===== src/rtl/dense_input_sequencer_if.sv =====
// Handshake bundle between the dense input sequencer, its feature RAM, the dense MAC and
// the run controller. The sequencer uses the slave view; the environment uses master.
interface dense_input_sequencer_if #(
    parameter int unsigned ADDR_W = 10,
    parameter int unsigned IDX_W  = 4
) ();
    logic                     start;
    logic                     busy;
    logic                     done;
    logic                     fm_rd_en;
    logic [ADDR_W-1:0]        fm_addr;
    logic signed [15:0]       fm_data;
    logic                     frame_start_out;
    logic                     ena_out;
    logic signed [15:0]       dense_input_out;
    logic                     frame_end_out;
    logic [IDX_W-1:0]         neuron_idx;
    logic                     mac_valid;
    logic signed [15:0]       mac_sum;
    logic                     res_valid;
    logic [IDX_W-1:0]         res_idx;
    logic signed [15:0]       res_data;

    modport master (
        output start, fm_data, mac_valid, mac_sum,
        input  busy, done, fm_rd_en, fm_addr, frame_start_out, ena_out, dense_input_out,
               frame_end_out, neuron_idx, res_valid, res_idx, res_data
    );

    modport slave (
        input  start, fm_data, mac_valid, mac_sum,
        output busy, done, fm_rd_en, fm_addr, frame_start_out, ena_out, dense_input_out,
               frame_end_out, neuron_idx, res_valid, res_idx, res_data
    );
endinterface


===== src/rtl/dense_input_sequencer.sv =====
// Dense MAC input sequencer: streams a feature vector from a synchronous RAM into the dense
// MAC once per output neuron and re-emits each MAC result tagged with its neuron index.
module dense_input_sequencer #(
    parameter int unsigned N_IN   = 784,
    parameter int unsigned N_OUT  = 10,
    parameter int unsigned ADDR_W = 10,
    parameter int unsigned IDX_W  = 4
) (
    input logic                    clk,
    input logic                    rst_n,
    dense_input_sequencer_if.slave bus_io
);

    typedef enum logic [1:0] {StIdle, StStart, StStream, StWait} state_e;

    localparam logic [ADDR_W-1:0] LastAddr = ADDR_W'(N_IN - 1);
    localparam logic [IDX_W-1:0]  LastIdx  = IDX_W'(N_OUT - 1);

    state_e             state_q;
    logic               busy_q;
    logic               done_q;
    logic               rd_en_q;
    logic [ADDR_W-1:0]  addr_q;
    logic               fs_q;
    logic [IDX_W-1:0]   idx_q;
    logic               res_valid_q;
    logic [IDX_W-1:0]   res_idx_q;
    logic signed [15:0] res_data_q;

    // Read-return stage (RAM latency) followed by the registered element stage.
    logic               p1_valid_q;
    logic               p1_last_q;
    logic               ena_q;
    logic               fe_q;
    logic signed [15:0] data_q;

    logic               pipe_idle;

    // A result is only accepted once the current frame's last element has left the pipe.
    assign pipe_idle = ~p1_valid_q & ~ena_q;

    always_ff @(posedge clk or negedge rst_n) begin
        if (!rst_n) begin
            state_q     <= StIdle;
            busy_q      <= 1'b0;
            done_q      <= 1'b0;
            rd_en_q     <= 1'b0;
            addr_q      <= '0;
            fs_q        <= 1'b0;
            idx_q       <= '0;
            res_valid_q <= 1'b0;
            res_idx_q   <= '0;
            res_data_q  <= '0;
        end else begin
            done_q      <= 1'b0;
            res_valid_q <= 1'b0;
            unique case (state_q)
                StIdle: begin
                    if (bus_io.start) begin
                        state_q <= StStart;
                        busy_q  <= 1'b1;
                        fs_q    <= 1'b1;
                    end
                end
                StStart: begin
                    // Entered from WAIT with fs_q low: frame_start lands one cycle after res_valid.
                    if (fs_q) begin
                        fs_q    <= 1'b0;
                        state_q <= StStream;
                        rd_en_q <= 1'b1;
                        addr_q  <= '0;
                    end else begin
                        fs_q <= 1'b1;
                    end
                end
                StStream: begin
                    if (addr_q == LastAddr) begin
                        rd_en_q <= 1'b0;
                        state_q <= StWait;
                    end else begin
                        addr_q <= addr_q + ADDR_W'(1);
                    end
                end
                StWait: begin
                    if (bus_io.mac_valid && pipe_idle) begin
                        res_valid_q <= 1'b1;
                        res_data_q  <= bus_io.mac_sum;
                        res_idx_q   <= idx_q;
                        if (idx_q == LastIdx) begin
                            done_q  <= 1'b1;
                            busy_q  <= 1'b0;
                            idx_q   <= '0;
                            state_q <= StIdle;
                        end else begin
                            idx_q   <= idx_q + IDX_W'(1);
                            state_q <= StStart;
                        end
                    end
                end
                default: state_q <= StIdle;
            endcase
        end
    end

    always_ff @(posedge clk or negedge rst_n) begin
        if (!rst_n) begin
            p1_valid_q <= 1'b0;
            p1_last_q  <= 1'b0;
            ena_q      <= 1'b0;
            fe_q       <= 1'b0;
            data_q     <= '0;
        end else begin
            p1_valid_q <= rd_en_q;
            p1_last_q  <= rd_en_q && (addr_q == LastAddr);
            ena_q      <= p1_valid_q;
            fe_q       <= p1_last_q;
            data_q     <= p1_valid_q ? bus_io.fm_data : 16'sd0;
        end
    end

    assign bus_io.busy            = busy_q;
    assign bus_io.done            = done_q;
    assign bus_io.fm_rd_en        = rd_en_q;
    assign bus_io.fm_addr         = addr_q;
    assign bus_io.frame_start_out = fs_q;
    assign bus_io.ena_out         = ena_q;
    assign bus_io.dense_input_out = data_q;
    assign bus_io.frame_end_out   = fe_q;
    assign bus_io.neuron_idx      = idx_q;
    assign bus_io.res_valid       = res_valid_q;
    assign bus_io.res_idx         = res_idx_q;
    assign bus_io.res_data        = res_data_q;

endmodule

===== src/flat_wrapper.sv =====
// flat-port wrapper written by rule: the top's interface ports become plain ports
module dense_input_sequencer_flat 
#(
    parameter int unsigned N_IN   = 784,
    parameter int unsigned N_OUT  = 10,
    parameter int unsigned ADDR_W = 10,
    parameter int unsigned IDX_W  = 4
)
  (clk, rst_n, bus_io_start, bus_io_fm_data, bus_io_mac_valid, bus_io_mac_sum, bus_io_busy, bus_io_done, bus_io_fm_rd_en, bus_io_fm_addr, bus_io_frame_start_out, bus_io_ena_out, bus_io_dense_input_out, bus_io_frame_end_out, bus_io_neuron_idx, bus_io_res_valid, bus_io_res_idx, bus_io_res_data);
  dense_input_sequencer_if #(.ADDR_W(ADDR_W), .IDX_W(IDX_W)) bus_io_i ();
  input logic clk;
  input logic rst_n;
  input wire logic [$bits(bus_io_i.start)-1:0] bus_io_start;
  input wire logic [$bits(bus_io_i.fm_data)-1:0] bus_io_fm_data;
  input wire logic [$bits(bus_io_i.mac_valid)-1:0] bus_io_mac_valid;
  input wire logic [$bits(bus_io_i.mac_sum)-1:0] bus_io_mac_sum;
  output wire logic [$bits(bus_io_i.busy)-1:0] bus_io_busy;
  output wire logic [$bits(bus_io_i.done)-1:0] bus_io_done;
  output wire logic [$bits(bus_io_i.fm_rd_en)-1:0] bus_io_fm_rd_en;
  output wire logic [$bits(bus_io_i.fm_addr)-1:0] bus_io_fm_addr;
  output wire logic [$bits(bus_io_i.frame_start_out)-1:0] bus_io_frame_start_out;
  output wire logic [$bits(bus_io_i.ena_out)-1:0] bus_io_ena_out;
  output wire logic [$bits(bus_io_i.dense_input_out)-1:0] bus_io_dense_input_out;
  output wire logic [$bits(bus_io_i.frame_end_out)-1:0] bus_io_frame_end_out;
  output wire logic [$bits(bus_io_i.neuron_idx)-1:0] bus_io_neuron_idx;
  output wire logic [$bits(bus_io_i.res_valid)-1:0] bus_io_res_valid;
  output wire logic [$bits(bus_io_i.res_idx)-1:0] bus_io_res_idx;
  output wire logic [$bits(bus_io_i.res_data)-1:0] bus_io_res_data;
  assign bus_io_i.start = bus_io_start;
  assign bus_io_i.fm_data = bus_io_fm_data;
  assign bus_io_i.mac_valid = bus_io_mac_valid;
  assign bus_io_i.mac_sum = bus_io_mac_sum;
  assign bus_io_busy = bus_io_i.busy;
  assign bus_io_done = bus_io_i.done;
  assign bus_io_fm_rd_en = bus_io_i.fm_rd_en;
  assign bus_io_fm_addr = bus_io_i.fm_addr;
  assign bus_io_frame_start_out = bus_io_i.frame_start_out;
  assign bus_io_ena_out = bus_io_i.ena_out;
  assign bus_io_dense_input_out = bus_io_i.dense_input_out;
  assign bus_io_frame_end_out = bus_io_i.frame_end_out;
  assign bus_io_neuron_idx = bus_io_i.neuron_idx;
  assign bus_io_res_valid = bus_io_i.res_valid;
  assign bus_io_res_idx = bus_io_i.res_idx;
  assign bus_io_res_data = bus_io_i.res_data;
  dense_input_sequencer #(.N_IN(N_IN), .N_OUT(N_OUT), .ADDR_W(ADDR_W), .IDX_W(IDX_W)) u_core (.clk(clk), .rst_n(rst_n), .bus_io(bus_io_i));
endmodule

===== config.mk =====
export PLATFORM = sky130hd
export DESIGN_NAME = dense_input_sequencer_flat
export DESIGN_NICKNAME = d
export VERILOG_FILES = /design/src/rtl/dense_input_sequencer_if.sv /design/src/rtl/dense_input_sequencer.sv /design/src/flat_wrapper.sv
export SDC_FILE = /design/constraint.sdc
export NUM_CORES = 1
export LEC_CHECK = 0
export BUFFER_PORTS_ARGS = -buffer_cell sky130_fd_sc_hd__buf_2
export CAP_MARGIN = 20
export CORE_MARGIN = 3
export CORE_UTILIZATION = 49
export CTS_CLUSTER_SIZE = 24
export DETAILED_ROUTE_END_ITERATION = 7
export HOLD_SLACK_MARGIN = 0.06
export PLACE_DENSITY = 0.88
export SLEW_MARGIN = 5
export SYNTH_ARGS = -nofsm -noshare
export SYNTH_HDL_FRONTEND = slang
export SYNTH_SLANG_ARGS = --single-unit
export TNS_END_PERCENT = 50

===== constraint.sdc =====
create_clock -name clk -period 2.16 [get_ports clk]
set_input_delay 0.108 -clock clk [delete_from_list [all_inputs] [get_ports clk]]
set_output_delay 0.108 -clock clk [all_outputs]
set_load 0.05 [all_outputs]

==> results.sh <==
export IMPL_final_min_clock_period_ns=1.925
export IMPL_path_buf_inv=0
export IMPL_cp_num_cells=5
export IMPL_synth_top_cell_area_share_pct=59.08
export IMPL_antenna_cells=0
export IMPL_clkTransAtPathRegs_ns=0.06
export IMPL_synthCells=204
export IMPL_async_reset_ff_share_pct=100.0
export IMPL_reg2reg_to="u_core.state_q[1]$_DFFE_PN0P_"
export IMPL_skew_ns=0.006887
export IMPL_cp_slowest_cell="dfrtp_1"
export IMPL_cp_start_kind="flop"
export IMPL_use_met2_pct=34.47
export IMPL_grt_overflow=0
export IMPL_cp_slowest_stage_delay_ns=0.45
export IMPL_fin_area_mm2=0.003657
export IMPL_worstPathArrival_ns=2.13
export IMPL_worst_r2r_cell_count=5
export IMPL_cts_root_buf="clkbuf_8"
export IMPL_crit_family="simple AND/OR/NAND/NOR gates"
export IMPL_grt_pass1_vias=2132
export IMPL_cp_max_fo=9
export IMPL_ys_flop_type="dfrtp_1"
export IMPL_die_w_um=78.62
export IMPL_start_util_pct=52.61
export IMPL_worstReg2RegStart="u_core.bus_io.fm_addr[0]$_DFFE_PN0P_"
export IMPL_remaining_drc_errors=0
export IMPL_grt_max_degree=27
export IMPL_ys_types=49
export IMPL_gr_usage_all_layers_pct=20.36
export IMPL_critPathCapture="u_core.state_q[1]$_DFFE_PN0P_"
export IMPL_grt_busiest_layer="met2"
export IMPL_dp_cells=360
export IMPL_drive_gt1_share_pct=40.23
export IMPL_cts_buffer_depth=2
export IMPL_netlist_area_mm2=0.002584
export IMPL_fmax_mhz=519.5
export IMPL_rrSetupSlack_ns=0.24
export IMPL_p_leak_nw=1.894
export IMPL_synth_edff_count=0
export IMPL_grt_pass1_wl_um=9680
export IMPL_dieArea_mm2=0.006180
export IMPL_final_util_pct=74.47
export IMPL_num_vias=2106
export IMPL_ys_ff_latch=61
export IMPL_gp_congestion=0.8352
export IMPL_routedWlPerCell_um=14.18
export IMPL_core_area_mm2=0.004911
export IMPL_antenna_found_initial=0
export IMPL_timing_worst_setup_path_type="reg2reg"
export IMPL_hold_buffers=34
export IMPL_wl_um=5812
export IMPL_critPathCaptureType="flop"
export IMPL_grtUsageMet3_pct=5.161
export IMPL_h_tree_depth=3
export IMPL_status="finished clean"
export IMPL_finalMaxSlewViolations=0
export IMPL_post_cts_buffers=0
export IMPL_postSynthNetCount=245
export IMPL_vias_per_cell=5.137
export IMPL_ir_worst_vdd_mv=0.4631
export IMPL_ys_seq_area_share_pct=59.08
export IMPL_yosys_area_top_type="dfrtp_1"
export IMPL_cts_buffers=9
export IMPL_rsz0062_at_grt="false"
export IMPL_met1_usage_pct=23.55
export IMPL_syn_area_per_cell_um2=12.67
export IMPL_tightest_slew_ns=0.6185
export IMPL_finalHoldViolCount=0
export IMPL_yosysWarningCount=0
export IMPL_area_delta_synth_final_pct=41.55
export IMPL_place_ws_ns=0.2600
export IMPL_max_slew_margin_pct=58.77
export IMPL_nets=379
export IMPL_crit_chain="ha_1, and3_1, nand4_4, a221oi_4, mux2_4"
export IMPL_synth_area_top_cells="dfrtp_1 (59%), mux2_2 (8.3%), and2_1 (4.1%), ha_1 (2.4%), nand2_1 (2.2%)"
export IMPL_drt_iter0_drc=118
export IMPL_ctsResizeCount=0
export IMPL_dpl_instance_area_mm2=0.003146
export IMPL_first_pass_iters=4
export IMPL_place_hpwl_um=3905
export IMPL_maxCapViolCount=0
export IMPL_ant_nets=0
export IMPL_setup_slack_ns=0.2351
export IMPL_fin_crit_sh_pct=89.12
export IMPL_num_rows=25
export IMPL_crit_start="u_core.bus_io.fm_addr[0]$_DFFE_PN0P_"
export IMPL_tns_ns=0
export IMPL_cp_required_ns=2.36
export IMPL_io_buffers=92
export IMPL_powerDensity_mw_per_mm2=604.3
export IMPL_setup_viol=0
export IMPL_clock_sinks=61
export IMPL_cts_tree="done"
export IMPL_insertion_delay_ns=0.32
export IMPL_pin_count=93
export IMPL_hold_class="in2async"
export IMPL_final_cell_count_no_fill=410
export IMPL_die_h_um=78.62
synthesized netlist by cell type (2+ instances only):
master and n:
a211oi_1 2, a21o_1 2, a21oi_1 5, and2_1 17, and3_1 3, and3_2 2, buf_2 4, clkbuf_1 4
dfrtp_1 61, ha_1 5, inv_1 7, mux2_2 19, nand2_1 15, nand3_1 6, nand3b_1 3, nand4_1 4
nor2_1 4, nor2b_1 2, nor3_1 2, nor4bb_1 2, o211ai_1 2, o21ai_0 5, o311ai_0 2
where the power goes:
group / internal [W] / switching (W) / total (W) / leakage [nW]
sequential: 0.00116 / 0.00000376 / 0.00116 / 0.761
combinational: 0.0000833 / 0.000103 / 0.000186 / 1.05
clock: 0.000479 / 0.000383 / 0.000862 / 0.0877
layout make-up:
cell class              instances  area, um^2
well taps                      67       83.83
clock buffers                  15       166.4
clock inverters                 1       5.005
fillers                       368        1254
multi-input cells             128        1011
flip-flops and latches         61        1526
repair buffers                131       838.3
inverters                       7       26.28
worst min path at each step:
stage | from | endpoint | slack, ns | cells after the start
finish | rst_n | u_core.bus_io.fm_addr[8]$_DFFE_PN0P_ | 0.32 | 2
global route | bus_io_mac_valid | u_core.bus_io.res_valid$_DFF_PN0_ | 0.36 | 3
CTS | rst_n | u_core.bus_io.fm_addr[7]$_DFFE_PN0P_ | 0.32 | 2
detailed placement | rst_n | u_core.bus_io.res_data[10]$_DFFE_PN0P_ | 0.13 | 1
global placement | rst_n | u_core.bus_io.fm_addr[5]$_DFFE_PN0P_ | 0.12 | 1
floorplan | rst_n | u_core.bus_io.busy$_DFFE_PN0P_ | -0.19 | 0
flip-flops by register name, summed over array words and instances, names as in the netlist:
signal                         cells
u_core.bus_io.fm_addr             10
u_core.bus_io.frame_start_out      1
u_core.bus_io.busy                 1
u_core.p1_valid_q                  1
u_core.bus_io.neuron_idx           4
u_core.bus_io.dense_input_out     16
u_core.bus_io.res_valid            1
u_core.bus_io.ena_out              1
u_core.p1_last_q                   1
u_core.bus_io.fm_rd_en             1
u_core.bus_io.done                 1
u_core.bus_io.frame_end_out        1
u_core.bus_io.res_idx              4
u_core.state_q                     2
u_core.bus_io.res_data            16
kinds of logic after synthesis:
group           after synthesis  share of synthesized area [%]
compound gates               31                          9.395
xor+xnor                      2                         0.6781
fa+ha+maj                     5                          2.421
buf+inv                      15                          2.373
flops                        61                          59.08
mux                          20                          8.862
simple gates                 70                          17.19
through the flow:
| step | power, W | hold slack [ns] |
|---|---|---|
| after floorplan | 0.001249 | -0.1876 |
| after global placement | 0.001319 | 0.1232 |
| after detailed placement | 0.001322 | 0.1347 |
| after CTS | 0.002239 | 0.3187 |
| after global routing | 0.002324 | 0.3572 |
| final | 0.002210 | 0.3169 |
worst register-to-register path, stage by stage, from the launching register on:
cell      delay, ns
dfrtp_1        0.45
ha_1           0.23
and3_1         0.27
nand4_4        0.21
a221oi_4       0.32
mux2_4         0.33
layer usage:
layer / wire, um / vias to the layer above
met2: 2894 / 79
met4: 126 / 0
met5: 0 / -
li1: - / 1003
met3: 401 / 10
met1: 2390 / 1014
layout by cell type, fill, tap and decap left out, types with 3 or more instances in the layout:
| master | Yosys | layout |
|---|---|---|
| a21oi_1 | 5 | 5 |
| and3_1 | 3 | 3 |
| o21ai_0 | 5 | 5 |
| ha_1 | 5 | 5 |
| nand3_1 | 6 | 6 |
| nand2_1 | 15 | 15 |
| nor2_1 | 4 | 4 |
| dfrtp_1 | 61 | 61 |
| mux2_2 | 19 | 19 |
| buf_4 | 0 | 5 |
| nand3b_1 | 3 | 3 |
| and2_1 | 17 | 17 |
| clkbuf_8 | 0 | 11 |
| nand4_1 | 4 | 4 |
| dlygate4sd3_1 | 0 | 34 |
| inv_1 | 7 | 7 |
| buf_2 | 4 | 92 |
| clkbuf_1 | 4 | 4 |
No activity file was read; power rests on OpenSTA's default activity.
